[config.mk]
export PLATFORM = sky130hd
export DESIGN_NAME = uart_tx_scheduler_flat
export DESIGN_NICKNAME = d
export VERILOG_FILES = /design/src/rtl/uart_tx_scheduler_if.sv /design/src/rtl/uart_tx_scheduler.sv /design/src/flat_wrapper.sv
export SDC_FILE = /design/constraint.sdc
export NUM_CORES = 1
export LEC_CHECK = 0
export ABC_CLOCK_PERIOD_IN_PS = 2700
export BUFFER_PORTS_ARGS = -buffer_cell sky130_fd_sc_hd__buf_2
export CORE_UTILIZATION = 54
export DETAILED_ROUTE_END_ITERATION = 6
export PLACE_DENSITY = 0.8
export SLEW_MARGIN = 20
export SYNTH_ARGS = -nofsm -noshare
export SYNTH_HDL_FRONTEND = slang
export SYNTH_SLANG_ARGS = --single-unit
[constraint.sdc]
create_clock -name clk -period 2.7 [get_ports clk]
set_input_delay 0.135 -clock clk [delete_from_list [all_inputs] [get_ports clk]]
set_output_delay 0.135 -clock clk [all_outputs]
set_load 0.02 [all_outputs]
[src/rtl/uart_tx_scheduler_if.sv]
// Bundle for the shared UART transmitter: producer handshake plus the line
// and status outputs. Producers use the master side, the scheduler the slave.
interface uart_tx_scheduler_if #(
    parameter int NUM_REQ = 4
);
    logic [NUM_REQ-1:0]         req_valid;
    logic [8*NUM_REQ-1:0]       req_data;
    logic [NUM_REQ-1:0]         req_ready;
    logic                       tx;
    logic                       busy;
    logic [$clog2(NUM_REQ)-1:0] grant_id;
    logic                       tx_done;

    modport master (
        output req_valid, req_data,
        input  req_ready, tx, busy, grant_id, tx_done
    );

    modport slave (
        input  req_valid, req_data,
        output req_ready, tx, busy, grant_id, tx_done
    );
endinterface

[src/rtl/uart_tx_scheduler.sv]
// Round-robin arbiter in front of a single 8N1 UART serializer.
// One byte is accepted per frame, only while the line is idle; the outputs
// tx, busy, tx_done and grant_id are registered.
module uart_tx_scheduler #(
    parameter int NUM_REQ      = 4,
    parameter int CLKS_PER_BIT = 4
) (
    input  logic               clk,
    input  logic               reset,
    uart_tx_scheduler_if.slave bus
);
    localparam int GW = $clog2(NUM_REQ);
    localparam int BW = $clog2(CLKS_PER_BIT) + 1;
    localparam logic [BW-1:0] BAUD_LAST = BW'(CLKS_PER_BIT - 1);
    localparam logic [GW-1:0] GRANT_RST = GW'(NUM_REQ - 1);

    typedef enum logic [1:0] {IDLE, START, DATA, STOP} state_t;

    state_t        state_q, state_d;
    logic [7:0]    shift_q, shift_d;
    logic [2:0]    bit_cnt_q, bit_cnt_d;
    logic [BW-1:0] baud_q, baud_d;
    logic [GW-1:0] last_grant_q, last_grant_d;
    logic [GW-1:0] grant_id_q, grant_id_d;
    logic          tx_q, tx_d;
    logic          busy_q, busy_d;
    logic          tx_done_q, tx_done_d;

    logic [GW:0]   pick;
    logic [GW-1:0] win_idx;
    logic          accept;

    // First valid requester strictly after 'last', wrapping; MSB flags a hit.
    function automatic logic [GW:0] rr_pick(input logic [NUM_REQ-1:0] valid,
                                            input logic [GW-1:0]      last);
        logic [GW:0]   res;
        logic [GW-1:0] cand;
        res = '0;
        for (int i = 1; i <= NUM_REQ; i++) begin
            cand = GW'((int'(last) + i) % NUM_REQ);
            if (!res[GW] && valid[cand]) begin
                res = {1'b1, cand};
            end
        end
        return res;
    endfunction

    assign pick    = rr_pick(bus.req_valid, last_grant_q);
    assign win_idx = pick[GW-1:0];
    // Reset masks ready so nothing is handed over in a cycle that gets discarded.
    assign accept  = (state_q == IDLE) && !reset && pick[GW];

    // Zero-latency ready, one-hot to the winner, only while idle.
    always_comb begin
        bus.req_ready = '0;
        if (accept) begin
            bus.req_ready[win_idx] = 1'b1;
        end
    end

    // Frame sequencing: next state, counters, shift register and next outputs.
    always_comb begin
        state_d      = state_q;
        shift_d      = shift_q;
        bit_cnt_d    = bit_cnt_q;
        baud_d       = baud_q;
        last_grant_d = last_grant_q;
        grant_id_d   = grant_id_q;

        case (state_q)
            IDLE: begin
                if (accept) begin
                    shift_d      = bus.req_data[{win_idx, 3'b000} +: 8];
                    last_grant_d = win_idx;
                    grant_id_d   = win_idx;
                    bit_cnt_d    = '0;
                    baud_d       = '0;
                    state_d      = START;
                end
            end
            START: begin
                if (baud_q == BAUD_LAST) begin
                    baud_d  = '0;
                    state_d = DATA;
                end else begin
                    baud_d = baud_q + 1'b1;
                end
            end
            DATA: begin
                if (baud_q == BAUD_LAST) begin
                    baud_d  = '0;
                    shift_d = {1'b0, shift_q[7:1]};
                    if (bit_cnt_q == 3'd7) begin
                        bit_cnt_d = '0;
                        state_d   = STOP;
                    end else begin
                        bit_cnt_d = bit_cnt_q + 3'd1;
                    end
                end else begin
                    baud_d = baud_q + 1'b1;
                end
            end
            STOP: begin
                if (baud_q == BAUD_LAST) begin
                    baud_d  = '0;
                    state_d = IDLE;
                end else begin
                    baud_d = baud_q + 1'b1;
                end
            end
            default: begin
                state_d = IDLE;
            end
        endcase

        // Outputs are precomputed from the next state so the flops present
        // them in the same cycle the state takes effect.
        tx_d = 1'b1;
        case (state_d)
            START:   tx_d = 1'b0;
            DATA:    tx_d = shift_d[0];
            default: tx_d = 1'b1;
        endcase
        busy_d    = (state_d != IDLE);
        tx_done_d = (state_d == STOP) && (baud_d == BAUD_LAST);
    end

    // Control and output registers; reset aborts any frame in flight.
    always_ff @(posedge clk) begin
        if (reset) begin
            state_q      <= IDLE;
            bit_cnt_q    <= '0;
            baud_q       <= '0;
            last_grant_q <= GRANT_RST;
            grant_id_q   <= '0;
            tx_q         <= 1'b1;
            busy_q       <= 1'b0;
            tx_done_q    <= 1'b0;
        end else begin
            state_q      <= state_d;
            bit_cnt_q    <= bit_cnt_d;
            baud_q       <= baud_d;
            last_grant_q <= last_grant_d;
            grant_id_q   <= grant_id_d;
            tx_q         <= tx_d;
            busy_q       <= busy_d;
            tx_done_q    <= tx_done_d;
        end
    end

    // Data shift register; only read while a frame is active, so no reset.
    always_ff @(posedge clk) begin
        shift_q <= shift_d;
    end

    assign bus.tx       = tx_q;
    assign bus.busy     = busy_q;
    assign bus.tx_done  = tx_done_q;
    assign bus.grant_id = grant_id_q;
endmodule

[src/flat_wrapper.sv]
// flat-port wrapper written by rule: the top's interface ports become plain ports
module uart_tx_scheduler_flat 
#(
    parameter int NUM_REQ      = 4,
    parameter int CLKS_PER_BIT = 4
)
  (clk, reset, bus_req_valid, bus_req_data, bus_req_ready, bus_tx, bus_busy, bus_grant_id, bus_tx_done);
  uart_tx_scheduler_if #(.NUM_REQ(NUM_REQ)) bus_i ();
  input  logic clk;
  input  logic reset;
  input wire logic [$bits(bus_i.req_valid)-1:0] bus_req_valid;
  input wire logic [$bits(bus_i.req_data)-1:0] bus_req_data;
  output wire logic [$bits(bus_i.req_ready)-1:0] bus_req_ready;
  output wire logic [$bits(bus_i.tx)-1:0] bus_tx;
  output wire logic [$bits(bus_i.busy)-1:0] bus_busy;
  output wire logic [$bits(bus_i.grant_id)-1:0] bus_grant_id;
  output wire logic [$bits(bus_i.tx_done)-1:0] bus_tx_done;
  assign bus_i.req_valid = bus_req_valid;
  assign bus_i.req_data = bus_req_data;
  assign bus_req_ready = bus_i.req_ready;
  assign bus_tx = bus_i.tx;
  assign bus_busy = bus_i.busy;
  assign bus_grant_id = bus_i.grant_id;
  assign bus_tx_done = bus_i.tx_done;
  uart_tx_scheduler #(.NUM_REQ(NUM_REQ), .CLKS_PER_BIT(CLKS_PER_BIT)) u_core (.clk(clk), .reset(reset), .bus(bus_i));
endmodule
# Word level (Yosys, flattened, before mapping)
# Cells that the tools add are included.
# word_totals
wordCells	83
register_bits	23
out_inout_bits	9
inputBits	38
# op_classes
n_reduce_logical	17
eq_ne	11
n_addsub	6
shift	1
n_mux	32
n_lt_le_gt_ge	6
# ops
cell	count
$shiftx 32x6->8	1
$mux 3	9
$mux 8	2
$pmux 8 s2	1
$lt 2x3->1 const B	5
$pmux 3 s2	2
$mux 2	5
$bmux 1 s2	4
$eq 2x2->1 const B	4
$pmux 2 s4	1
$logic_and 1x1->1	7
$add 3x1->3 const B	2
$eq 3x2->1 const B	2
$mux 1	5
$add 2x1->2 const B	2
$add 2x2->2 const B	2
$eq 2x1->1 const B	2
$logic_not 1->1	4
$mux 4	1
$ne 2x1->1 const B	2
$reduce_bool 2->1	2
$eq 3x3->1 const B	1
$reduce_and 3->1	1
$reduce_or 3->1	1
other kinds (5)	5

# Depth between registers and ports, before layout
# Gate-level depths: netlist of run 1.
# depth
ltp_word	18
depth_mapped	7
depth_no_buf	6

# Worst setup path before layout of run 1
# OpenSTA, ideal clock, no wires.
# synth_timing
kind	register -> register
startpoint	reg u_core.state_q[1]
endpoint	reg u_core.bit_cnt_q[1]
path_slack_ns	0.911
period_less_slack_ns	1.789
arrival_time_ns	1.662
required_time_ns	2.573
path_buffers	0
stages_incl_launch_ff	5
setup_time_ns	0.127
cell_sequence	dfxtp_1 -> or3_4 -> o21ai_0 -> mux2i_1 -> nor2_1
# synth_via
elab_chain_len	5
word_cells_on_any_way	9
classes_between	eq/ne: 3; mux: 1; reduce/logical: 5
# synth_rtl
item	line_no	rtl
from (decl)	uart_tx_scheduler.sv:19	state_t state_q, state_d;
from (signal assigned)	uart_tx_scheduler.sv:140	state_q <= state_d;
$logic_not 2->1	uart_tx_scheduler.sv:51, uart_tx_scheduler.sv:70	
$logic_and 1x1->1 (2 in series)	uart_tx_scheduler.sv:51	assign accept = (state_q == IDLE) && !reset && pick[GW];
$ne 2x1->1 (no line)	--	
$reduce_and 3->1 (no line)	--	
to (signal assigned)	uart_tx_scheduler.sv:141	bit_cnt_q <= bit_cnt_d;
to (decl)	uart_tx_scheduler.sv:21	logic [2:0] bit_cnt_q, bit_cnt_d;
# Several ways; a longest one is shown, not always the timed one.
# A chain may end at the register's enable or synchronous reset.

# Worst setup path in the final report of run 1
# layout_timing
startpoint	reg u_core.state_q[1]
endpoint	out bus_req_ready[0]
# layout_via
elab_chain_len	4
# layout_rtl
item	line_no	rtl
$logic_not 2->1	uart_tx_scheduler.sv:51	
$logic_and 1x1->1 (2 in series)	uart_tx_scheduler.sv:51	
$mux 4	uart_tx_scheduler.sv:56	if (accept) begin
to (decl)	flat_wrapper.sv:13	output wire logic [$bits(bus_i.req_ready)-1:0] bus_req_ready;
# Every way passes these cells.

==> flow_summary.yaml, run 1 <==
clocking:
  clk_latency_ns: 0.32
  post_cts.repair.setup_buffers: 0
  clock_edge_transition_at_the_registers_on_the_reported_setup_and_hold_paths_ns: 0.13
  htree_levels: 1
  cts_root_buf: "sky130_fd_sc_hd__clkbuf_4"
  cts_buffers: 3
  cts.sinks: 23
  cts_tree: "built"
  cts-hold-fix-buffers: 0
  ctsResizeCount: 0
  cts-root-to-sink-buffers: 2
yosys:
  synth-seq-area-share_pct: 35.63
  synthDominantCellAreaShare_pct: 21.51
  syn_avg_cell_area_um2: 9.484
  synth-async-reset-ratio_pct: 0
  synth_warnings: 0
  synth_common_cells: "sky130_fd_sc_hd__dfxtp_1 (16), sky130_fd_sc_hd__nor2_1 (16), sky130_fd_sc_hd__nand2_1 (14), sky130_fd_sc_hd__nand3_1 (14), sky130_fd_sc_hd__mux2i_1 (11)"
  number_of_distinct_standard_cells_referenced_by_the_synthesized_netlist: 49
  synth_nets: 198
  post_synth_instance_area_mm2: 0.001489
  syn-instance-count: 157
  yosys-top-cells-area: "sky130_fd_sc_hd__dfxtp_1 (22%), sky130_fd_sc_hd__edfxtp_1 (14%), sky130_fd_sc_hd__mux2i_1 (7.4%)"
  synth_top_area_cell: "sky130_fd_sc_hd__dfxtp_1"
  ys_seq_elements: 23
  synth-edff-count: 7
  dominantRegCellSynth: "sky130_fd_sc_hd__dfxtp_1"
route:
  route.final.wire_length_um: 3287
  drt_iter0_drc: 9
  drt-vias-per-instance: 5.670
  dr_total_vias: 1304
  number_of_drc_violations_after_detailed_routing: 0
  detail_route.wl_per_cell_um: 14.29
  detail_route.first_pass.iterations: 4
  antenna_violating_nets_remaining: 0
sta:
  timing.setup.tns_ns: 0
  timing.final.setup_violations: 0
  post-route-worst-setup-slack_ns: 0.3191
  period_needed_ns: 2.381
  worstMarginPinSlew_ns: 0.5322
  hold_viol_final: 0
  worst_slew_margin_rel_pct: 64.44
  slew_viol_final: 0
  final.period_utilization_pct: 88.18
  worst_clock_skew_ns: 0.009920
  maxClockFrequency_mhz: 420.0
  unrepaired_setup_endpoints_after_global_routing: "no"
placement:
  preCtsSetupSlack_ns: 0.6707
  gp_routability_congestion: 0.8609
  placedInstanceArea_mm2: 0.001703
  numPortBuffers: 46
  detailed_place_hpwl_um: 2631
finish:
  final-seq-area_um2: 530.5
  post-route-cell-area_mm2: 0.001730
  layout-drive-gt1-share_pct: 35.00
  fill_cells: 230
  n_antenna_cell: 0
  multi_input_area_um2: 889.6
  design.final.nets: 242
  synthToLayoutAreaGrowth_pct: 16.22
pwr:
  worst_ir_drop_vdd_mv: 0.4752
  power-per-cell-area_mw_per_mm2: 456.2
  leakage_nw: 0.7396
floorplan:
  die-height_um: 54.51
  floorplan.io_pins: 47
  die_w_um: 54.51
  rows: 18
  core_area_mm2: 0.002545
  initial_utilization_pct: 58.51
  die_area_mm2: 0.002971
hold_path:
  hp-class: "primary input to flip-flop"
global_routing:
  grt_max_degree: 18
  initial_antenna_violation_count: 0
  grt_overflow_total: 0
  grt_pass1_wl_um: 5030
  grt_usage_pct: 23.64
  number_of_global_route_vias_before_repair: 1202
worst_setup_path:
  class_of_the_most_critical_setup_path: "flip-flop to output port"
  worstPathRequired_ns: 2.57
  timing.critical_path.fanout_max: 17
  endpoint_kind: "output port"
  startpoint_type: "flip-flop"
  worst_ep_arrival_time_ns: 2.25
status:
  status: "finished, final reports clean"
job:
  cap_violations: 0
[kinds of logic (layout without fill, tap and decap cells)]
kind of cell	count (synthesis)	count (layout)	share of synthesized area [%]
simple gates	71	71	26.72
compound gates	30	30	16.64
flops	23	23	35.63
mux	18	18	12.69
buf+inv	10	53	4.622
fa+ha+maj	3	3	2.521
xor+xnor	2	2	1.177
[area by class of cell]
cell class	count	area share, %
Multi-Input combinational cell	124	51.41
Sequential cell	23	30.66
Timing Repair Buffer	47	13.74
Tap cell	30	2.169
Clock buffer	3	1.302
Inverter	2	0.4338
Clock inverter	1	0.2892
[critical path: stages, from the launching register on]
cell and delay [ns]:
sky130_fd_sc_hd__dfxtp_1 0.46, sky130_fd_sc_hd__or3_4 0.46, sky130_fd_sc_hd__nor2_4 0.30, sky130_fd_sc_hd__nand2b_1 0.30, sky130_fd_sc_hd__nor3_1 0.21, sky130_fd_sc_hd__buf_2 0.19
[registers in the layout (all words and copies together), names as in the netlist, 2 cells and up]
signal,flops
u_core.bit_cnt_q,3
u_core.last_grant_q,2
u_core.shift_q,8
u_core.bus.grant_id,2
u_core.state_q,2
u_core.baud_q,3
[through the flow]
step	cells	hold WS, ns	util (%)	total power, mW
2_1_floorplan	157	0.2149	-	0.5799
3_3_place_gp	226	0.4548	66.91	0.6249
3_5_place_dp	226	0.4540	66.91	0.6361
4_1_cts	230	0.1218	67.99	0.7934
5_1_grt	230	0.1330	67.99	0.8308
6_report	230	0.1270	67.99	0.7894
[where the power goes]
part           internal [mW]  leakage (nW)  switching [mW]  total (mW)
sequential             0.385         0.200          0.0173       0.403
combinational          0.101         0.522           0.124       0.225
clock                 0.0555        0.0177           0.106       0.162
[per-layer routing]
layer  up-vias  GRT usage, %  routed length, µm
met1       612         26.52               1436
met2        27         45.53               1739
met5         -             0                  0
met3         2         5.000                 99
met4         0         3.846                 12
li1        663             -                  -
[cells in the final DEF, fill, tap and decap left out, types with 2 or more instances in the layout]
cell                       Yosys  final
sky130_fd_sc_hd__o211ai_1      6      6
sky130_fd_sc_hd__buf_2         3     46
sky130_fd_sc_hd__nand3_1      14     14
sky130_fd_sc_hd__nand3b_1      3      3
sky130_fd_sc_hd__nor2_4        2      2
sky130_fd_sc_hd__edfxtp_1      7      7
sky130_fd_sc_hd__a22oi_1       2      2
sky130_fd_sc_hd__mux2i_1      11     11
sky130_fd_sc_hd__nor3_1        8      8
sky130_fd_sc_hd__o21ai_0       4      4
sky130_fd_sc_hd__mux2_2        6      6
sky130_fd_sc_hd__clkbuf_4      0      3
sky130_fd_sc_hd__nand2_1      14     14
sky130_fd_sc_hd__ha_1          3      3
sky130_fd_sc_hd__a31oi_1       2      2
sky130_fd_sc_hd__dfxtp_1      16     16
sky130_fd_sc_hd__inv_1         2      2
sky130_fd_sc_hd__a21oi_1       3      3
sky130_fd_sc_hd__nor2_1       16     16
sky130_fd_sc_hd__a21o_1        2      2
sky130_fd_sc_hd__nand2b_1      3      3
[path summary, 6_finish.rpt]
| kind | startpoint | cells after the start | slack [ns] | to |
|---|---|---|---|---|
| setup / recovery | u_core.state_q[1]$_SDFF_PP0_ | 5 | 0.32 | bus_req_ready[0] |
| hold / removal | bus_req_data[24] | 3 | 0.13 | u_core.shift_q[0]$_DFF_P_ |
| setup reg to reg | u_core.last_grant_q[1]$_SDFFE_PP1P_ | 5 | 0.65 | u_core.shift_q[3]$_DFFE_PP_ |
| hold reg to reg | u_core.bus.grant_id[1]$_SDFFE_PP0P_ | 2 | 0.48 | u_core.bus.grant_id[1]$_SDFFE_PP0P_ |
Note: power is estimated with default switching activity, not from simulation.
==> run 2, diff against run 1 <==
--- a/config.mk
+++ b/config.mk
@@ -5,11 +5,14 @@
 export SDC_FILE = /design/constraint.sdc
 export NUM_CORES = 1
 export LEC_CHECK = 0
+export ABC_AREA = 1
 export ABC_CLOCK_PERIOD_IN_PS = 2700
 export BUFFER_PORTS_ARGS = -buffer_cell sky130_fd_sc_hd__buf_2
-export CORE_UTILIZATION = 54
+export CELL_PAD_IN_SITES_DETAIL_PLACEMENT = 1
+export CELL_PAD_IN_SITES_GLOBAL_PLACEMENT = 2
+export CORE_UTILIZATION = 30
 export DETAILED_ROUTE_END_ITERATION = 6
-export PLACE_DENSITY = 0.8
+export PLACE_DENSITY = 0.81
 export SLEW_MARGIN = 20
 export SYNTH_ARGS = -nofsm -noshare
 export SYNTH_HDL_FRONTEND = slang
==> constraint.sdc (replaced) <==
create_clock -name clk -period 2.7 [get_ports clk]
set_input_delay 0.54 -clock clk [delete_from_list [all_inputs] [get_ports clk]]
set_output_delay 0.54 -clock clk [all_outputs]
set_load 0.02 [all_outputs]
==> run 2 against run 1 <==
Setup slack got worse by 0.15 ns. Total power rose to 3.5 times the previous value. Synthesized cell count rose by 57%. Combinational power rose to 8.8 times the previous value. Core utilization fell by 28 points.
==> flow_summary.yaml, run 2 <==
pwr:
  p_sw_mw: 1.414
  internal_power_mw: 1.312
  seq_power_share_pct: 19.9
  switching_share_pct: 51.87
  power-per-cell-area_mw_per_mm2: 1286
  worst_ir_drop_vdd_mv: 0.5314
  power.combinational.fraction_pct: 72.3
  clockPowerShare_pct: 7.8
  leakage_nw: 1.098
yosys:
  synth-seq-area-share_pct: 31.69
  synth-edff-count: 7
  post_synth_instance_area_mm2: 0.001674
  synth-async-reset-ratio_pct: 0
  syn_avg_cell_area_um2: 6.805
  synth_common_cells: "sky130_fd_sc_hd__nand2_1 (95), sky130_fd_sc_hd__inv_1 (20), sky130_fd_sc_hd__nand2_2 (17)"
  yosysMostFrequentCell: "sky130_fd_sc_hd__nand2_1"
  synth_warnings: 0
  synth_nets: 287
  yosys-top-cells-area: "sky130_fd_sc_hd__nand2_1 (21%), sky130_fd_sc_hd__dfxtp_1 (19%), sky130_fd_sc_hd__edfxtp_1 (13%)"
  number_of_distinct_standard_cells_referenced_by_the_synthesized_netlist: 31
  dominantRegCellSynth: "sky130_fd_sc_hd__dfxtp_1"
  synth_top_area_cell: "sky130_fd_sc_hd__nand2_1"
  synthDominantCellAreaShare_pct: 21.30
  syn-instance-count: 246
  ys_seq_elements: 23
clocking:
  cts_root_buf: "sky130_fd_sc_hd__clkbuf_8"
  htree_levels: 1
  clock_edge_transition_at_the_registers_on_the_reported_setup_and_hold_paths_ns: 0.08
  cts-hold-fix-buffers: 0
  cts_buffers: 3
  cts.sinks: 23
  cts_tree: "built"
  clk_latency_ns: 0.27
  cts-root-to-sink-buffers: 2
sta:
  unrepaired_setup_endpoints_after_global_routing: "no"
  timing.setup.tns_ns: 0
  period_needed_ns: 2.529
  worst_clock_skew_ns: 0.005486
  post-route-worst-setup-slack_ns: 0.1708
  final.period_utilization_pct: 93.67
  hold_viol_final: 0
  worst_slew_margin_rel_pct: 77.54
  slew_viol_final: 0
  timing.final.setup_violations: 0
  worstMarginPinSlew_ns: 0.3356
  maxClockFrequency_mhz: 395.4
worst_setup_path:
  endpoint_kind: "output port"
  critical-path-slowest-cell: "sky130_fd_sc_hd__dfxtp_2"
  worstPathRequired_ns: 2.16
  worst_ep_arrival_time_ns: 1.99
  worst_r2r_endpoint: "u_core.shift_q[1]$_DFFE_PP_"
  rrSetupSlack_ns: 0.63
  crit_path_most_repeated_cell: "sky130_fd_sc_hd__nand2_1"
  reg2regPathDepth: 16
  crit_chain: "buf_6 > inv_8 > nand2_1 > nand2_2 > nand2_2 > nand2_4 > nor2_8 > nand3_4 > nand2_1 > inv_2 > nand2_4 > inv_4 > buf_8 > nand2_1 > inv_1 > buf_4"
  class_of_the_most_critical_setup_path: "flip-flop to output port"
  crit_path_to: "bus_req_ready[1]"
  startpoint_type: "flip-flop"
  critPathLaunch: "u_core.last_grant_q[0]$_SDFFE_PP1P_"
  r2r_start: "u_core.last_grant_q[0]$_SDFFE_PP1P_"
  timing.critical_path.fanout_max: 10
  critical-path-max-stage-delay_ns: 0.35
route:
  antenna_violating_nets_remaining: 0
  detail_route.wl_per_cell_um: 11.78
  route.final.wire_length_um: 4417
  drt-vias-per-instance: 4.493
  dr_total_vias: 1685
  number_of_drc_violations_after_detailed_routing: 0
  drt_iter0_drc: 66
  detail_route.first_pass.iterations: 5
floorplan:
  die_area_mm2: 0.005883
  die-height_um: 76.70
  rows: 26
  initial_utilization_pct: 31.96
  die_w_um: 76.70
  floorplan.io_pins: 47
  core_area_mm2: 0.005238
global_routing:
  number_of_global_route_vias_before_repair: 1731
  initial_antenna_violation_count: 0
  grt_max_degree: 15
  grt_overflow_total: 0
  grt_usage_pct: 16.23
  grt_pass1_wl_um: 7783
status:
  status: "finished, final reports clean"
finish:
  n_antenna_cell: 0
  finalNonFillerCells: 375
  commonest_cells_after_routing_fill_and_taps_aside: "sky130_fd_sc_hd__nand2_1 (95), sky130_fd_sc_hd__buf_2 (44), sky130_fd_sc_hd__inv_1 (20), sky130_fd_sc_hd__nand2_2 (16)"
  regMostFlops: "u_core.shift_q"
  layout-drive-gt1-share_pct: 35.41
  registers_with_the_highest_flip_flop_counts: "u_core.shift_q (8), u_core.baud_q (3), u_core.bit_cnt_q (3)"
  design.final.nets: 347
  synthToLayoutAreaGrowth_pct: 26.61
  layout.cells.most_common: "sky130_fd_sc_hd__nand2_1"
  largest_register_ffs: 8
  fill_cells: 715
placement:
  gp_routability_congestion: 0.7421
  preCtsSetupSlack_ns: 0.2115
  numPortBuffers: 46
  place_inst: 364
  detailed_place_hpwl_um: 3518
hold_path:
  hp-class: "flip-flop to flip-flop"
job:
  cap_violations: 0
## run 2: changes by cell type after synthesis, sizes merged, moves of 4 or more
cell    previous run  this run
mux2i             11         0
mux2               7         0
inv                2        29
nor3               9         3
a21oi              4        15
o21ai              4        13
nand2             14       115
o211ai             7         2
nand2b             4         0
## run 2: cells by family (layout without fill, tap and decap cells)
family	count (synthesis)	after routing	share of synthesized area, %
AO/OA/AOI/OAI	32	32	11.58
adder cells (fa/ha/maj)	3	3	2.242
buffers and inverters	34	93	10.24
flip-flops	23	23	31.69
AND/OR/NAND/NOR	154	154	44.25
## run 2: timing repair
action,CTS,global route
setup buffers,0,6
endpoints found under the setup margin,0,4
resized for setup,0,13
## run 2: area by class of cell
type | count | area (µm²) | area share, %
multi-input cells | 189 | 982.2 | 46.34
well taps | 70 | 87.58 | 4.132
flip-flops and latches | 23 | 533.0 | 25.15
inverters | 30 | 127.6 | 6.021
clock buffers | 4 | 45.04 | 2.125
repair buffers | 59 | 344.1 | 16.23
## run 2: worst min-delay path by stage
stage | start | end | slack, ns | depth (start not counted)
finish | u_core.bus.grant_id[1]$_SDFFE_PP0P_ | u_core.bus.grant_id[1]$_SDFFE_PP0P_ | 0.46 | 2
global route | u_core.bus.grant_id[1]$_SDFFE_PP0P_ | u_core.bus.grant_id[1]$_SDFFE_PP0P_ | 0.47 | 2
CTS | u_core.bus.grant_id[1]$_SDFFE_PP0P_ | u_core.bus.grant_id[1]$_SDFFE_PP0P_ | 0.47 | 2
detailed placement | u_core.bus.grant_id[1]$_SDFFE_PP0P_ | u_core.bus.grant_id[1]$_SDFFE_PP0P_ | 0.45 | 2
global placement | u_core.bus.grant_id[1]$_SDFFE_PP0P_ | u_core.bus.grant_id[1]$_SDFFE_PP0P_ | 0.44 | 2
floorplan | u_core.bit_cnt_q[0]$_SDFFE_PP0P_ | u_core.bit_cnt_q[0]$_SDFFE_PP0P_ | 0.43 | 1
## run 2: routing by layer
metal | GRT usage, % | up-vias | wire [µm] | share of wire, %
li1 | - | 896 | - | -
met1 | 21.67 | 741 | 2131 | 48
met2 | 26.96 | 40 | 2026 | 46
met3 | 3.810 | 8 | 218 | 4.9
met4 | 2.308 | 0 | 40 | 0.91
met5 | 0 | - | 0 | 0
## run 2: critical path, delay by kind of cell (launching register included)
family	cells	cell delay, ns
simple gates	9	0.74
buf+inv	7	0.59
flops	1	0.35
## run 2: per-stage QoR
stage / hold WS, ns / utilization (%) / area (µm²) / power [mW]
after floorplan: 0.4325 / - / 1674 / 2.051
after global placement: 0.4407 / 37.96 / 1988 / 2.393
after detailed placement: 0.4478 / 37.96 / 1988 / 2.415
after CTS: 0.4664 / 38.82 / 2033 / 2.638
after global routing: 0.4733 / 40.47 / 2120 / 3.043
final: 0.4633 / 40.47 / 2120 / 2.727
## run 2: power groups by stage
| stage | Combinational (mW) | Sequential [mW] | Clock (mW) |
|---|---|---|---|
| final | 1.97 | 0.542 | 0.214 |
| after global routing | 2.25 | 0.551 | 0.239 |
| after CTS | 1.88 | 0.536 | 0.223 |
| after detailed placement | 1.87 | 0.544 | 0 |
| after global placement | 1.85 | 0.540 | 0 |
| after floorplan | 1.50 | 0.554 | 0 |
